--- config.mk ---
export PLATFORM = sky130hd
export DESIGN_NAME = victim_way_sel_d_cache
export DESIGN_NICKNAME = d
export VERILOG_FILES = /design/src/rtl/victim_way_sel_d_cache_pkg.sv /design/src/rtl/victim_way_sel_d_cache_lfsr16.sv /design/src/rtl/victim_way_sel_d_cache.sv
export SDC_FILE = /design/constraint.sdc
export NUM_CORES = 1
export LEC_CHECK = 0
export CAP_MARGIN = 40
export CORE_ASPECT_RATIO = 1.75
export CORE_UTILIZATION = 45
export CTS_CLUSTER_SIZE = 10
export DETAILED_ROUTE_END_ITERATION = 6
export HOLD_SLACK_MARGIN = 0.12
export PLACE_DENSITY = 0.79
export SYNTH_ARGS = -nofsm -noshare
export SYNTH_HDL_FRONTEND = slang
export SYNTH_HIERARCHICAL = 1
export SYNTH_SLANG_ARGS = --single-unit
--- constraint.sdc ---
create_clock -name clk -period 7.45 [get_ports clk]
set_input_delay 1.49 -clock clk [delete_from_list [all_inputs] [get_ports clk]]
set_output_delay 1.49 -clock clk [all_outputs]
set_load 0.02 [all_outputs]
--- src/rtl/victim_way_sel_d_cache_pkg.sv ---
// Shared types and constants for the d-cache victim-way selector.
// Covers the way-index width, the LFSR feedback taps and the offer FSM states.
package victim_way_sel_d_cache_pkg;

  // Galois feedback mask for x^16+x^14+x^13+x^11+1 in the right-shifting form
  localparam logic [15:0] LFSR_POLY = 16'hB400;

  typedef enum logic {
    IDLE  = 1'b0,
    OFFER = 1'b1
  } vsel_state_e;

  function automatic int way_w(input int ways);
    return $clog2(ways);
  endfunction

endpackage

--- src/rtl/victim_way_sel_d_cache_lfsr16.sv ---
// Free-running 16-bit Galois LFSR used to pick a replacement way when every way is valid.
// The seed must be non-zero so the sequence never locks at zero.
module victim_lfsr16
  import victim_way_sel_d_cache_pkg::*;
#(
  parameter logic [15:0] SEED = 16'hACE1
) (
  input  logic        clk,
  input  logic        reset,
  input  logic        en,
  output logic [15:0] q
);

  logic [15:0] lfsr_q;
  logic [15:0] lfsr_d;

  always_comb begin
    lfsr_d = {1'b0, lfsr_q[15:1]};
    if (lfsr_q[0]) begin
      lfsr_d = lfsr_d ^ LFSR_POLY;
    end else begin
      lfsr_d = lfsr_d;
    end
  end

  always_ff @(posedge clk) begin
    if (reset) begin
      lfsr_q <= SEED;
    end else if (en) begin
      lfsr_q <= lfsr_d;
    end else begin
      lfsr_q <= lfsr_q;
    end
  end

  assign q = lfsr_q;

endmodule

--- src/rtl/victim_way_sel_d_cache.sv ---
// Per-way valid tracker with multi-port invalidate and a registered victim-way offer.
// Victim choice: lowest invalid way first, otherwise a pseudo-random way from the LFSR.
module victim_way_sel_d_cache
  import victim_way_sel_d_cache_pkg::*;
#(
  parameter int          WAYS      = 16,
  parameter int          NUM_INV   = 2,
  parameter logic [15:0] LFSR_SEED = 16'hACE1,
  localparam int         WAY_W     = way_w(WAYS)
) (
  input  logic                     clk,
  input  logic                     reset,
  input  logic [NUM_INV-1:0]       inv_en,
  input  logic [NUM_INV*WAY_W-1:0] inv_way,
  input  logic                     fill_en,
  input  logic [WAY_W-1:0]         fill_way,
  input  logic                     victim_req,
  output logic                     victim_valid,
  input  logic                     victim_ready,
  output logic [WAY_W-1:0]         victim_way,
  output logic                     victim_invalid,
  output logic [WAYS-1:0]          valid_out,
  output logic [WAY_W:0]           valid_count
);

  vsel_state_e      state_q;
  logic             victim_valid_q;
  logic [WAY_W-1:0] victim_way_q;
  logic             victim_invalid_q;
  logic [WAYS-1:0]  valid_q;
  logic [WAYS-1:0]  valid_d;
  logic [WAY_W:0]   count_q;
  logic [WAY_W:0]   count_d;
  logic [WAY_W-1:0] first_inv_s;
  logic             have_inv_s;
  logic [15:0]      lfsr_s;

  victim_lfsr16 #(.SEED(LFSR_SEED)) u_lfsr (
    .clk   (clk),
    .reset (reset),
    .en    (1'b1),
    .q     (lfsr_s)
  );

  // Invalidates are applied after the fill so they win on a shared way
  always_comb begin
    valid_d = valid_q;
    if (fill_en) begin
      valid_d[fill_way] = 1'b1;
    end else begin
      valid_d = valid_q;
    end
    for (int p = 0; p < NUM_INV; p++) begin
      if (inv_en[p]) begin
        valid_d[inv_way[p*WAY_W +: WAY_W]] = 1'b0;
      end
    end
    count_d = '0;
    for (int i = 0; i < WAYS; i++) begin
      count_d = count_d + (WAY_W+1)'(valid_d[i]);
    end
  end

  // Scan downward so the lowest invalid index is the one left standing
  always_comb begin
    first_inv_s = '0;
    have_inv_s  = 1'b0;
    for (int i = WAYS - 1; i >= 0; i--) begin
      if (!valid_q[i]) begin
        first_inv_s = WAY_W'(i);
        have_inv_s  = 1'b1;
      end
    end
  end

  always_ff @(posedge clk) begin
    if (reset) begin
      valid_q <= '0;
      count_q <= '0;
    end else begin
      valid_q <= valid_d;
      count_q <= count_d;
    end
  end

  always_ff @(posedge clk) begin
    if (reset) begin
      state_q          <= IDLE;
      victim_valid_q   <= 1'b0;
      victim_way_q     <= '0;
      victim_invalid_q <= 1'b0;
    end else begin
      case (state_q)
        IDLE: begin
          if (victim_req) begin
            state_q          <= OFFER;
            victim_valid_q   <= 1'b1;
            victim_way_q     <= have_inv_s ? first_inv_s : lfsr_s[WAY_W-1:0];
            victim_invalid_q <= have_inv_s;
          end
        end
        OFFER: begin
          if (victim_ready) begin
            state_q        <= IDLE;
            victim_valid_q <= 1'b0;
          end
        end
        default: begin
          state_q        <= IDLE;
          victim_valid_q <= 1'b0;
        end
      endcase
    end
  end

  assign victim_valid   = victim_valid_q;
  assign victim_way     = victim_way_q;
  assign victim_invalid = victim_invalid_q;
  assign valid_out      = valid_q;
  assign valid_count    = count_q;

endmodule

Word level (Yosys, flattened, before mapping)
Cells that the tools add are included.
Storage, ports and cells
  bits in registers: 44
  latch bits: 0
  RAM bits: 0
  bits in read-only memories: 0
  bits of input ports: 19
  output and inout port bits: 27
  word-level logic and storage cells: 91
  memories: 0
Operators by class
  add/sub/neg operators: 15
  $mul: 0
  div/mod/pow operators: 0
  magnitude comparators: 6
  equality and inequality tests: 2
  shift operators: 0
  mux-type cells: 49
  bitwise operators: 7
  reductions and logical operators: 5
Operator list (number)
  4-bit two-way mux: 17
  16-bit two-way mux: 4
  5-bit by 1-bit adder with 5-bit output: 11
  16-bit AND: 2
  16-bit NOT: 2
  1-bit two-way mux: 23
  16-bit OR: 1
  4-bit by 5-bit < comparator with 1-bit output, second input constant: 3
  1-bit demux with 4-bit select: 3
  4-bit by 1-bit greater-or-equal comparator with 1-bit output, second input constant: 3
  4-bit by 1-bit adder with 5-bit output: 1
  3-bit by 1-bit adder with 4-bit output: 1
  2-bit != test, second input constant: 2
  3-bit NOT with 4-bit output: 1
  1-bit case mux with 2 select lines: 2
  2-bit AND reduction: 2
  2-bit by 1-bit adder with 3-bit output: 1
  1-bit logical AND: 3
  1-bit by 1-bit adder with 2-bit output: 1
  1-bit NOT: 1

Longest topological paths before layout
  depth in word-level cells: 25
  mapped depth: 16
  gate-level depth less buffers: 16

Hierarchy
Netlist, hierarchy kept.
Modules (own cells, without submodules)
  victim_way_sel_d_cache: instances 1, cells an instance 197, area an instance 1731.7 sq um, seq. area each 560.5 sq um
  victim_lfsr16: instances 1, cells an instance 69, area an instance 728.2 sq um, seq. area each 320.3 sq um

Worst setup path before layout
OpenSTA, ideal clock, no wires.
  path type: input -> register
  start point: in fill_way[3]
  end point: reg count_q[4], in the netlist valid_count[4]
  library setup time: 0.080 ns
  arrival time: 5.071 ns
  required time: 7.370 ns
  setup slack: 2.299 ns
  cell stages on the path: 16
  path buffers: 1
  cells stage by stage: clkbuf_1 nor2_1 nand3_1 a222oi_1 fa_1 inv_1 fa_1 fa_1 inv_1 fa_1 ha_1 inv_1 fa_1 inv_1 a21oi_1 nor3b_1
On the way
  elaborated cells between the ends (all ways): 26
  those cells by class: 15 x add/sub; 2 x order compare; 5 x mux; 3 x bitwise; 1 x reduce/logical
RTL lines
  start, declared: line victim_way_sel_d_cache.sv:16  | input logic [WAY_W-1:0] fill_way,
  4-bit by 5-bit < comparator with 1-bit output (implied by the code) or 4-bit by 1-bit greater-or-equal comparator with 1-bit output (tied branches): line victim_way_sel_d_cache.sv:49  | valid_d[fill_way] = 1'b1;
  1-bit logical AND (implied by the code): line victim_way_sel_d_cache.sv:49
  1-bit two-way mux (implied by the code): line victim_way_sel_d_cache.sv:49
  1-bit demux with 4-bit select (*): line victim_way_sel_d_cache.sv:49
  16-bit OR (no source line) (*)
  16-bit two-way mux (*): line victim_way_sel_d_cache.sv:48  | if (fill_en) begin
  16-bit AND (no source line)
  16-bit two-way mux (*): line victim_way_sel_d_cache.sv:54  | if (inv_en[p]) begin
  16-bit AND (no source line)
  16-bit two-way mux (*): line victim_way_sel_d_cache.sv:54
  via valid_d[7]: line victim_way_sel_d_cache.sv:31  | logic [WAYS-1:0] valid_d;
  5-bit by 1-bit adder with 5-bit output (*) (9 in series): line victim_way_sel_d_cache.sv:60  | count_d = count_d + (WAY_W+1)'(valid_d[i]);
  end signal, assigned: line victim_way_sel_d_cache.sv:82  | count_q <= count_d;
  end, declared: line victim_way_sel_d_cache.sv:32  | logic [WAY_W:0] count_q;
Mark *: on every way through the listed nets, which the timed path passes. The rest lies on a longest branch.
A chain may end at the register's enable or synchronous reset.

Worst setup path in the final report
  start point: in fill_way[2]
  end point: reg count_q[4], in the netlist valid_count[4]
On the way
  elaborated cells between the ends (all ways): 26
  those cells by class: 15 x add/sub; 2 x order compare; 5 x mux; 3 x bitwise; 1 x reduce/logical
RTL lines (line)
  4-bit by 5-bit < comparator with 1-bit output (implied by the code) or 4-bit by 1-bit greater-or-equal comparator with 1-bit output (tied branches): victim_way_sel_d_cache.sv:49
  1-bit logical AND (implied by the code): victim_way_sel_d_cache.sv:49
  1-bit two-way mux (implied by the code): victim_way_sel_d_cache.sv:49
  1-bit demux with 4-bit select (*): victim_way_sel_d_cache.sv:49
  16-bit OR (no source line) (*)
  16-bit two-way mux (*): victim_way_sel_d_cache.sv:48
  16-bit AND (no source line)
  16-bit two-way mux (*): victim_way_sel_d_cache.sv:54
  16-bit AND (no source line)
  16-bit two-way mux (*): victim_way_sel_d_cache.sv:54
  via valid_d[9]: victim_way_sel_d_cache.sv:31
  5-bit by 1-bit adder with 5-bit output (*) (7 in series): victim_way_sel_d_cache.sv:60
Marked as above.

==> impl_metrics.ini <==
[status]
status = completed

[setup_path]
r2r-end = valid_count[4]
crit_start = fill_way[2]
cpPeakStageDelay_ps = 630
cp_cell_sequence = clkdlybuf4s50_1 -> nor2b_1 -> a31oi_1 -> a221oi_1 -> fa_1 -> inv_1 -> fa_1 -> fa_1 -> inv_1 -> fa_1 -> ha_1 -> inv_1 -> fa_1 -> inv_1 -> a21oi_1 -> nor3b_1
cp_max_fo = 11
cp_data_arrival_time_ps = 5930
path_class = input pin to flip-flop
crit_path_frequent_cell = fa_1
r2r.worst_path.cells = 14
ff2ff_setup_slack_ps = 3300
crit_path_top_delay_cell = clkdlybuf4s50_1
startpoint_type = input pin
endpoint_kind = flip-flop
worstReg2RegStart = valid_out[7]
worst_ep_required_time_ps = 7670

[synthesis]
yosysWarningCount = 6
syn_avg_cell_area_um2 = 9.31
synth.cell_area_um2 = 2390
postSynthCellCount = 257

[sta]
fin_ws_ps = 1730
max_freq_ghz = 0.175
rsz0062_at_grt = false
relSlewSlack_pct = 54.7
setup_viol = 0
worst_pin_slew_ps = 678
slew_viol_final = 0
finClkSkew_ps = 6.14
fin_crit_sh_pct = 76.7
setup_tns_ps = 0
min_period_ps = 5720
hold_viol = 0

[placement]
io_buffers = 45
place.gp.congestion = 1.09
pre_cts_ws_ps = 1460
dp_hpwl_um = 4560
dp.cells = 349

[clock_network]
post_cts_resized = 0
cts_buffers = 5
clock_path_buffers = 2
cts.sinks = 44
clock_latency_ps = 290
postCtsSetupRepairBufs = 0
h-tree-depth = 2
cts_tree = yes
cts_root_buf = clkbuf_8
hold_buffers = 0
path_clk_slew_ps = 80

[detailed_routing]
wl_met1_um = 2250
drc = 0
wl_met2_um = 3220
wl_met3_um = 243
route.antenna.remaining_nets = 0
vias_per_cell = 5.89
initialDrtViolationCount = 92
drt_wl_total_um = 5970
firstDrtPassIters = 4
wl_per_cell_um = 16.7
num_vias = 2104
routed.top_layer = met4

[die]
core_um2 = 5020
die_h_um = 98.5
die_x_um = 57.1
initial_utilization_pct = 47.7
die_area_um2 = 5620
num_rows = 34
pin_count = 46

[power_and_ir_drop]
leakagePower_uw = 0.00119
power_uw = 545
power_density_nw_per_um2 = 183
ir_drop_v = 0.0000854

[worst_hold_path]
hold_class = flip-flop to flip-flop
hold_end = u_lfsr/q[6]
min-delay-start = u_lfsr/q[7]
min_path_cells = 1

[grt]
grt_remaining_overflow = 0
track_usage_pct = 22.2
grt_first_pass_wirelength_um = 9570
antenna_found_initial = 0
grt_max_degree = 46
grt_pass1_vias = 2022

[final_layout]
diodes = 0
fill_cells = 463
final_nets = 336
drive_gt1_share_pct = 6.93
area_delta_synth_final_pct = 24.3
stdcell_count = 357

[run]
maxCapViolCount = 0
[final cells by class]
type | instances | area, um2 | share of cell area, %
clock inverter | 1 | 30.0 | 1.01
timing repair buffer | 46 | 458 | 15.4
clock buffer | 7 | 96.3 | 3.24
multi-input combinational | 192 | 1390 | 46.8
sequential | 44 | 881 | 29.6
inverter | 13 | 48.8 | 1.64
tap | 54 | 67.6 | 2.27
[per-stage QoR]
| stage | hold WS, ps | util [%] | area [um2] |
|---|---|---|---|
| after floorplan | 431 | - | 2410 |
| after global routing | 502 | 59.2 | 2970 |
| after global placement | 447 | 56.7 | 2850 |
| after detailed placement | 446 | 56.7 | 2850 |
| final | 464 | 59.2 | 2970 |
| after CTS | 466 | 59.2 | 2970 |
[where the power goes]
part | switching (uW) | internal (uW)
Combinational | 50.3 | 44.3
Clock | 76.1 | 118
Sequential | 8.77 | 247
Total | 135 | 410
[placed cells by master, fill, tap and decap left out, types with 4 or more instances in the layout]
master,instances
ha_1,5
nand2_1,12
and2b_2,4
mux2i_1,7
fa_1,10
nor3_1,4
nor2_1,36
clkdlybuf4s50_1,45
a221o_1,10
dfxtp_1,44
nor3b_1,4
a221oi_1,6
a211o_1,6
inv_1,13
a31oi_1,9
conb_1,6
a21oi_1,14
clkbuf_8,7
nor2b_1,18
o21ai_0,5
[sequential cells by signal, indices dropped and copies added, names as in the netlist]
name,count
victim_valid,1
valid_count,5
victim_invalid,1
state_q,1
valid_out,16
u_lfsr/q,16
victim_way,4
[critical path: cells and delay by family]
kind / cells / cell delay (ps)
AOI/OAI and AO/OA: 3 / 550
adders and majority gates: 6 / 2490
buffers and inverters: 5 / 900
and+or+nand+nor: 2 / 480
[routing by layer]
metal  GRT usage [%]  up-vias
met4            12.0        0
met5               0        -
met1            23.7      991
met3            2.76       20
met2            40.9       92
li1                -     1001
[worst max-delay path by stage]
stage                     end  slack [ps]  cells after the start
4_1_cts        valid_count[4]        1770                     16
3_3_place_gp   valid_count[4]        1550                     16
3_5_place_dp   valid_count[4]        1460                     16
6_report       valid_count[4]        1730                     16
5_1_grt        valid_count[4]        1470                     16
2_1_floorplan  valid_count[4]        2300                     16
No activity file was read; power rests on OpenSTA's default activity.
